===== src/rtl/tcp_gen_pkg.sv =====
// rtl/tcp_gen_pkg.sv - shared state encoding, TCP state code and beat helpers for the TX traffic generator
package tcp_gen_pkg;

    typedef enum logic [2:0] {
        ST_IDLE,
        ST_WAIT_EST,
        ST_SEND,
        ST_GAP,
        ST_DONE
    } state_e;

    localparam logic [3:0] TCP_STATE_ESTABLISHED = 4'd3;

    // rem is L % 8; zero means the final beat is full
    function automatic logic [7:0] keep_from_rem(input logic [2:0] rem);
        return (rem == 3'd0) ? 8'hFF : 8'((9'd1 << rem) - 9'd1);
    endfunction

    function automatic logic [3:0] popcount8(input logic [7:0] v);
        logic [3:0] n;
        n = 4'd0;
        for (int i = 0; i < 8; i++) begin
            n = n + {3'd0, v[i]};
        end
        return n;
    endfunction

endpackage


===== src/rtl/tcp_tx_pattern_src.sv =====
// rtl/tcp_tx_pattern_src.sv - running byte-offset pattern former; emits one 64-bit beat and advances on handshake
module tcp_tx_pattern_src
    import tcp_gen_pkg::*;
#(
    parameter int unsigned TCP_DATA_LENGTH = 1456
) (
    input  logic        coreclk_out,
    input  logic        reset,
    input  logic        clear,
    input  logic        advance,
    output logic [63:0] tdata,
    output logic [7:0]  tkeep,
    output logic        tlast
);

    localparam int unsigned NBEATS    = (TCP_DATA_LENGTH + 7) / 8;
    localparam logic [2:0]  REM       = 3'(TCP_DATA_LENGTH % 8);
    localparam logic [7:0]  LAST_KEEP = keep_from_rem(REM);

    logic [7:0]  off_q, off_d;
    logic [31:0] beat_q, beat_d;

    always_comb begin
        tlast = (beat_q == 32'(NBEATS - 1));
        tkeep = tlast ? LAST_KEEP : 8'hFF;
        tdata = '0;
        for (int k = 0; k < 8; k++) begin
            tdata[8*k +: 8] = tkeep[k] ? (off_q + 8'(k)) : 8'h00;
        end
    end

    // offset keeps running across segment boundaries; only clear/reset rewind it
    always_comb begin
        off_d  = off_q;
        beat_d = beat_q;
        if (clear) begin
            off_d  = 8'd0;
            beat_d = 32'd0;
        end else if (advance) begin
            off_d  = off_q + 8'(popcount8(tkeep));
            beat_d = tlast ? 32'd0 : beat_q + 32'd1;
        end
    end

    always_ff @(posedge coreclk_out) begin
        if (reset) begin
            off_q  <= 8'd0;
            beat_q <= 32'd0;
        end else begin
            off_q  <= off_d;
            beat_q <= beat_d;
        end
    end

endmodule


===== src/rtl/tcp_tx_traffic_gen.sv =====
// rtl/tcp_tx_traffic_gen.sv - TX segment generator and throughput meter; PKT_GAP_EN adds inter-segment idle gaps
module tcp_tx_traffic_gen
    import tcp_gen_pkg::*;
#(
    parameter int unsigned TCP_DATA_LENGTH = 1456,
    parameter logic [3:0]  TCP_ESTABLISHED = TCP_STATE_ESTABLISHED
) (
    input  logic        coreclk_out,
    input  logic        reset,
    input  logic        start,
    input  logic        stop,
    input  logic [31:0] seg_limit,
    input  logic [15:0] gap_cycles,
    input  logic [3:0]  tcp_state_in,
    output logic        m_axis_tvalid,
    input  logic        m_axis_tready,
    output logic [63:0] m_axis_tdata,
    output logic [7:0]  m_axis_tkeep,
    output logic        m_axis_tlast,
    output logic        busy,
    output logic        done,
    output logic [31:0] seg_count,
    output logic [63:0] tx_byte_count,
    output logic [63:0] tx_cycle_count
);

    state_e      state_q, state_d;
    logic        stop_pend_q, stop_pend_d;
    logic [31:0] limit_q, limit_d;
    logic [31:0] seg_count_q, seg_count_d;
    logic [63:0] byte_q, byte_d;
    logic [63:0] cyc_q, cyc_d;
    logic        started_q, started_d;

`ifdef PKT_GAP_EN
    logic [15:0] gap_q, gap_d;
    logic [15:0] gap_cnt_q, gap_cnt_d;
`else
    logic unused_gap;
    assign unused_gap = ^gap_cycles;
`endif

    logic [63:0] src_tdata;
    logic [7:0]  src_tkeep;
    logic        src_tlast;
    logic        xfer, seg_end, start_ok, stop_now, est, last_seg;

    assign m_axis_tvalid = (state_q == ST_SEND);
    assign xfer          = m_axis_tvalid && m_axis_tready;
    assign seg_end       = xfer && src_tlast;
    assign start_ok      = start && ((state_q == ST_IDLE) || (state_q == ST_DONE));
    assign stop_now      = stop || stop_pend_q;
    assign est           = (tcp_state_in == TCP_ESTABLISHED);
    assign last_seg      = (limit_q != 32'd0) && ((seg_count_q + 32'd1) == limit_q);
    assign busy          = (state_q == ST_WAIT_EST) || (state_q == ST_SEND) || (state_q == ST_GAP);
    assign done          = (state_q == ST_DONE);

    // idle outputs read as zero rather than exposing the next pending beat
    assign m_axis_tdata  = m_axis_tvalid ? src_tdata : 64'd0;
    assign m_axis_tkeep  = m_axis_tvalid ? src_tkeep : 8'd0;
    assign m_axis_tlast  = m_axis_tvalid && src_tlast;

    assign seg_count      = seg_count_q;
    assign tx_byte_count  = byte_q;
    assign tx_cycle_count = cyc_q;

    tcp_tx_pattern_src #(
        .TCP_DATA_LENGTH(TCP_DATA_LENGTH)
    ) u_src (
        .coreclk_out(coreclk_out),
        .reset      (reset),
        .clear      (start_ok),
        .advance    (xfer),
        .tdata      (src_tdata),
        .tkeep      (src_tkeep),
        .tlast      (src_tlast)
    );

    always_comb begin
        state_d     = state_q;
        stop_pend_d = stop_pend_q;
        limit_d     = limit_q;
        seg_count_d = seg_count_q;
        byte_d      = byte_q;
        cyc_d       = cyc_q;
        started_d   = started_q;
`ifdef PKT_GAP_EN
        gap_d       = gap_q;
        gap_cnt_d   = gap_cnt_q;
`endif

        case (state_q)
            ST_IDLE, ST_DONE: begin
                if (start) state_d = ST_WAIT_EST;
            end
            ST_WAIT_EST: begin
                if (stop_now)  state_d = ST_DONE;
                else if (est)  state_d = ST_SEND;
            end
            ST_SEND: begin
                // the connection state is only acted on at a segment boundary
                if (seg_end) begin
                    if (stop_now || last_seg) state_d = ST_DONE;
                    else if (!est)            state_d = ST_WAIT_EST;
`ifdef PKT_GAP_EN
                    else if (gap_q != 16'd0) begin
                        state_d   = ST_GAP;
                        gap_cnt_d = gap_q - 16'd1;
                    end
`endif
                end
            end
`ifdef PKT_GAP_EN
            ST_GAP: begin
                if (gap_cnt_q == 16'd0) state_d = stop_now ? ST_DONE : ST_SEND;
                else                    gap_cnt_d = gap_cnt_q - 16'd1;
            end
`endif
            default: state_d = ST_IDLE;
        endcase

        if (stop && busy) stop_pend_d = 1'b1;

        if (xfer)    byte_d      = byte_q + 64'(popcount8(src_tkeep));
        if (seg_end) seg_count_d = seg_count_q + 32'd1;
        started_d = started_q || xfer;
        if ((started_q || xfer) && busy && (cyc_q != '1)) cyc_d = cyc_q + 64'd1;

        if (start_ok) begin
            stop_pend_d = 1'b0;
            limit_d     = seg_limit;
            seg_count_d = 32'd0;
            byte_d      = 64'd0;
            cyc_d       = 64'd0;
            started_d   = 1'b0;
`ifdef PKT_GAP_EN
            gap_d       = gap_cycles;
`endif
        end
    end

    always_ff @(posedge coreclk_out) begin
        if (reset) begin
            state_q     <= ST_IDLE;
            stop_pend_q <= 1'b0;
            limit_q     <= 32'd0;
            seg_count_q <= 32'd0;
            byte_q      <= 64'd0;
            cyc_q       <= 64'd0;
            started_q   <= 1'b0;
`ifdef PKT_GAP_EN
            gap_q       <= 16'd0;
            gap_cnt_q   <= 16'd0;
`endif
        end else begin
            state_q     <= state_d;
            stop_pend_q <= stop_pend_d;
            limit_q     <= limit_d;
            seg_count_q <= seg_count_d;
            byte_q      <= byte_d;
            cyc_q       <= cyc_d;
            started_q   <= started_d;
`ifdef PKT_GAP_EN
            gap_q       <= gap_d;
            gap_cnt_q   <= gap_cnt_d;
`endif
        end
    end

endmodule


===== config.mk =====
export PLATFORM = sky130hd
export DESIGN_NAME = tcp_tx_traffic_gen
export DESIGN_NICKNAME = d
export VERILOG_FILES = /design/src/rtl/tcp_gen_pkg.sv /design/src/rtl/tcp_tx_pattern_src.sv /design/src/rtl/tcp_tx_traffic_gen.sv
export SDC_FILE = /design/constraint.sdc
export NUM_CORES = 1
export LEC_CHECK = 0
export ABC_AREA = 0
export BUFFER_PORTS_ARGS = -buffer_cell sky130_fd_sc_hd__buf_2
export CAP_MARGIN = 15
export CORE_ASPECT_RATIO = 0.7
export CORE_UTILIZATION = 54
export DETAILED_ROUTE_END_ITERATION = 8
export PLACE_DENSITY = 0.85
export SETUP_SLACK_MARGIN = 0.05
export SLEW_MARGIN = 15
export SYNTH_ARGS = -nofsm -noshare
export SYNTH_HDL_FRONTEND = slang
export SYNTH_SLANG_ARGS = --single-unit

===== constraint.sdc =====
create_clock -name coreclk_out -period 4.4 [get_ports coreclk_out]
set_clock_uncertainty 0.2 [all_clocks]
set_input_delay 1.1 -clock coreclk_out [delete_from_list [all_inputs] [get_ports coreclk_out]]
set_output_delay 1.1 -clock coreclk_out [all_outputs]
set_load 0.03 [all_outputs]

==> results.txt <==
The synthesized area divided by synthesized cell count came out at ~8.1 um^2. The number of flip-flops and latches in the synthesized netlist is 231. The count of endpoints failing setup in the final report came out at 0. The number of DRC markers after the initial detailed-route iteration came out at slightly below 700.

The maximum root-to-sink buffer count is 3. The largest total area in the synthesized netlist belongs to dfxtp_1. In the synthesized netlist, the cells that appear most often are 231 x dfxtp_1, 222 x nor2_1, 177 x nand2_1. The number of buffers inserted to repair setup after CTS came out at 0. Of all nets on the critical path, the largest fanout is 12. The horizontal die dimension is 176.9 um.

The analysis attributes to cell leakage a power of 5.367 nW. Buffers placed on the I/O ports in this run total 261. The time the final worst path needs with I/O delays and setup came out at 3.720 ns. The number of detailed-route iterations in the first pass is 7. The maximum VDD drop came out at roughly 0.25 mV. After synthesis, the cell types taking the most area are dfxtp_1 40%, xor2_1 9.2%, nor2_1 7.2%. The wire length per cell came out at 15.33 um. The final weighted congestion of routability-driven global placement is about 0.9. In the final timing run, aggregate negative setup slack is 0 ns. The count of distinct cell types in the synthesized netlist came out at 62. The count of nets left with antenna violations after detail routing came out at 0. The gate count of the mapped netlist came out at 1431. Clock latency on the worst-skew pair, taken at its later pin, is 0.52 ns. Using the TritonRoute via totals, the vias-per-cell ratio works out to 5.557.

At the placement stage, the worst setup path has a slack of 0.5408 ns. The worst setup path is launched from a flop. The number of warnings reported in the yosys synthesis log came out at 0. The number of maximum-capacitance violations is 0. The power consumption came out at 4.233 mW.

The total standard cell area after synthesis came out at 11560 um^2. The diode insertion count for antenna repair came out at 0. For the worst setup path, the data required time is 3.10 ns. The layout net count came out at ~1700.

The total global-route track usage came out at 26.12%. The half-perimeter wire length of the detailed placement result is roughly 21000 um. The number of DRC violations after detailed routing is 0. The clock edge transition at the registers on the reported setup and hold paths came out at 0.06 ns.

The met3 track demand over resource in global routing is 5.586%. CTS placed an instance of clkbuf_16 at the clock tree root. The share of the clock period used by the worst path is 84.55%. The worst setup path is captured at a primary output. The standard-cell row count came out at 44.

The flow ran to the end, and the final reports show no timing, DRC or antenna violations. The slew at the pin closest to its max-slew limit is about 0.93 ns. The initial cell density of the core came out at between 50% and 60%. The arrival time at the worst endpoint is ~2.4 ns. The sequential cell area fraction in the yosys report came out at 39.99%. In this run, CTS created clock tree buffers numbering 23.

Of all flip-flops after synthesis, the portion carrying an async set or reset was 0%. The category of the most critical setup path is reg -> out. The power per cell area came out at 317.3 nW/um^2.

The H-tree depth came out at 1. The peak-usage layer in the global routing report is met2. The number of buffers added to fix hold violations after cts came out at 0.

In the global route stage, met2 resource usage came out at between 40% and 50%. After clock tree synthesis, the repair step resized 0 gates. The number of pins exceeding their max-slew limit in the final report came out at 0. The die height is 124.4 um. The fraction of synthesized cell area taken by the top area cell type came out at 39.99%. The final count of hold timing violations is 0. Based on the critical path, the design can be clocked at up to 0.2688 GHz. The area of the core came out at 20870 um^2. Walking the worst path, the cells encountered are nand2b_1, nor2_1, and2_1, buf_2. In this run the tightest slew margin relative to its limit is 38.03%. The number of global-route vias before repair is 9588. The die covers approximately 22000 um^2.

The clock net sink count came out at 231. The most common cell in the synthesized netlist is dfxtp_1. The leading register cell type out of synthesis is dfxtp_1.

The count of flip-flops with a built-in enable after synthesis came out at 0. 293 I/O pins were placed. The worst min-delay path class is reg -> reg. The synthesis-to-layout area growth is 15.34%.

On the worst path, the slowest cell contributes a delay of 0.63 ns. The remaining global-route overflow came out at 0. The via count of the routed design came out at 10600. The proportion of layout cells with a drive suffix above 1 is 19.87%. Setup repair after global routing left no endpoint under its margin.

The number of antenna violations at the first check in global routing came out at 0. The met1 layer usage reported by global route is 35.71%. TritonCTS built the clock tree. The wire length of the first global-routing pass is 47780 um. The least setup slack across all paths after layout came out at 0.6796 ns. Entering global routing, the biggest net connects 61 pins. The slowest stage of the critical path belongs to the cell nor2_1. The routed wire length came out at roughly 29000 um.
-- metrics by stage --
stage / utilization [%] / cell area, um^2 / hold slack [ns] / std cells
after floorplan: - / 11620 / 0.2349 / 1445
after global placement: 60.61 / 12650 / 0.2465 / 1869
after detailed placement: 60.61 / 12650 / 0.2617 / 1869
after CTS: 63.93 / 13340 / 0.2751 / 1907
after global routing: 63.93 / 13340 / 0.3014 / 1907
final: 63.93 / 13340 / 0.2714 / 1907
-- registers in the layout, summed over array words and instances, names as in the netlist --
name            count
u_src.off_q         5
stop_pend_q         1
started_q           1
seg_count          32
tx_byte_count      61
u_src.beat_q       32
limit_q            32
state_q             3
tx_cycle_count     64
-- worst paths after layout --
check / to / startpoint / cells past startpoint / slack, ns
hold / removal: started_q$_SDFF_PP0_ / started_q$_SDFF_PP0_ / 2 / 0.27
setup / recovery: m_axis_tdata[7] / state_q[1]$_SDFFE_PP0P_ / 4 / 0.68
setup reg to reg: state_q[0]$_SDFFE_PP0P_ / seg_count[2]$_SDFFE_PP0P_ / 8 / 0.83
hold reg to reg: started_q$_SDFF_PP0_ / started_q$_SDFF_PP0_ / 2 / 0.27
-- layout by cell type, fill, tap and decap left out, types with 6 or more instances in the layout --
| master | count |
|---|---|
| nand4_1 | 64 |
| xnor2_1 | 83 |
| nor2_1 | 222 |
| nand2_1 | 177 |
| buf_2 | 261 |
| ha_1 | 6 |
| and3_1 | 25 |
| nor4_1 | 24 |
| and4_1 | 19 |
| buf_4 | 10 |
| or3_1 | 31 |
| inv_1 | 21 |
| xor2_1 | 121 |
| dfxtp_1 | 231 |
| nand3_1 | 59 |
| clkbuf_16 | 23 |
| a21oi_1 | 68 |
| and2_1 | 16 |
| o21ai_0 | 33 |
| conb_1 | 15 |
| nor3_1 | 33 |
-- cells by family (layout without fill, tap and decap cells) --
family | Yosys count | in the layout | synth area share (%)
other | 1 | 15 | 0.03243
xor gates and xnor gates | 204 | 204 | 15.45
DFF | 231 | 231 | 39.99
adders and majority gates | 6 | 6 | 0.6491
and+or+nand+nor | 707 | 707 | 29.73
muxes | 6 | 6 | 0.5301
AOI/OAI and AO/OA | 130 | 130 | 6.448
buffers and inverters | 146 | 332 | 7.173
-- metal layers --
layer,share of wire [%],up-vias
met5,0,-
met4,2.5,0
met3,8.4,53
met2,45,464
met1,44,4916
li1,-,5165
-- worst max-delay path, delay by kind of cell, from the launching register on --
| family | cells | cell delay [ns] |
|---|---|---|
| simple gates | 3 | 1.15 |
| flops | 1 | 0.51 |
| buf+inv | 1 | 0.25 |
-- area by class of cell --
class,count,area [um^2]
clock buffers,32,659.4
clock inverters,6,33.78
fillers,1773,7526
inverters,21,78.83
multi-input cells,1068,6176
flip-flops and latches,231,4624
well taps,276,345.3
repair buffers,273,1421
-- power breakdown --
part | switching [mW] | leakage (nW) | internal [mW]
logic | 0.171 | 3.15 | 0.0807
registers | 0.0283 | 1.86 | 2.11
clock network | 0.799 | 0.348 | 1.04
total | 0.999 | 5.37 | 3.23
(Power assumes the default switching activity.)
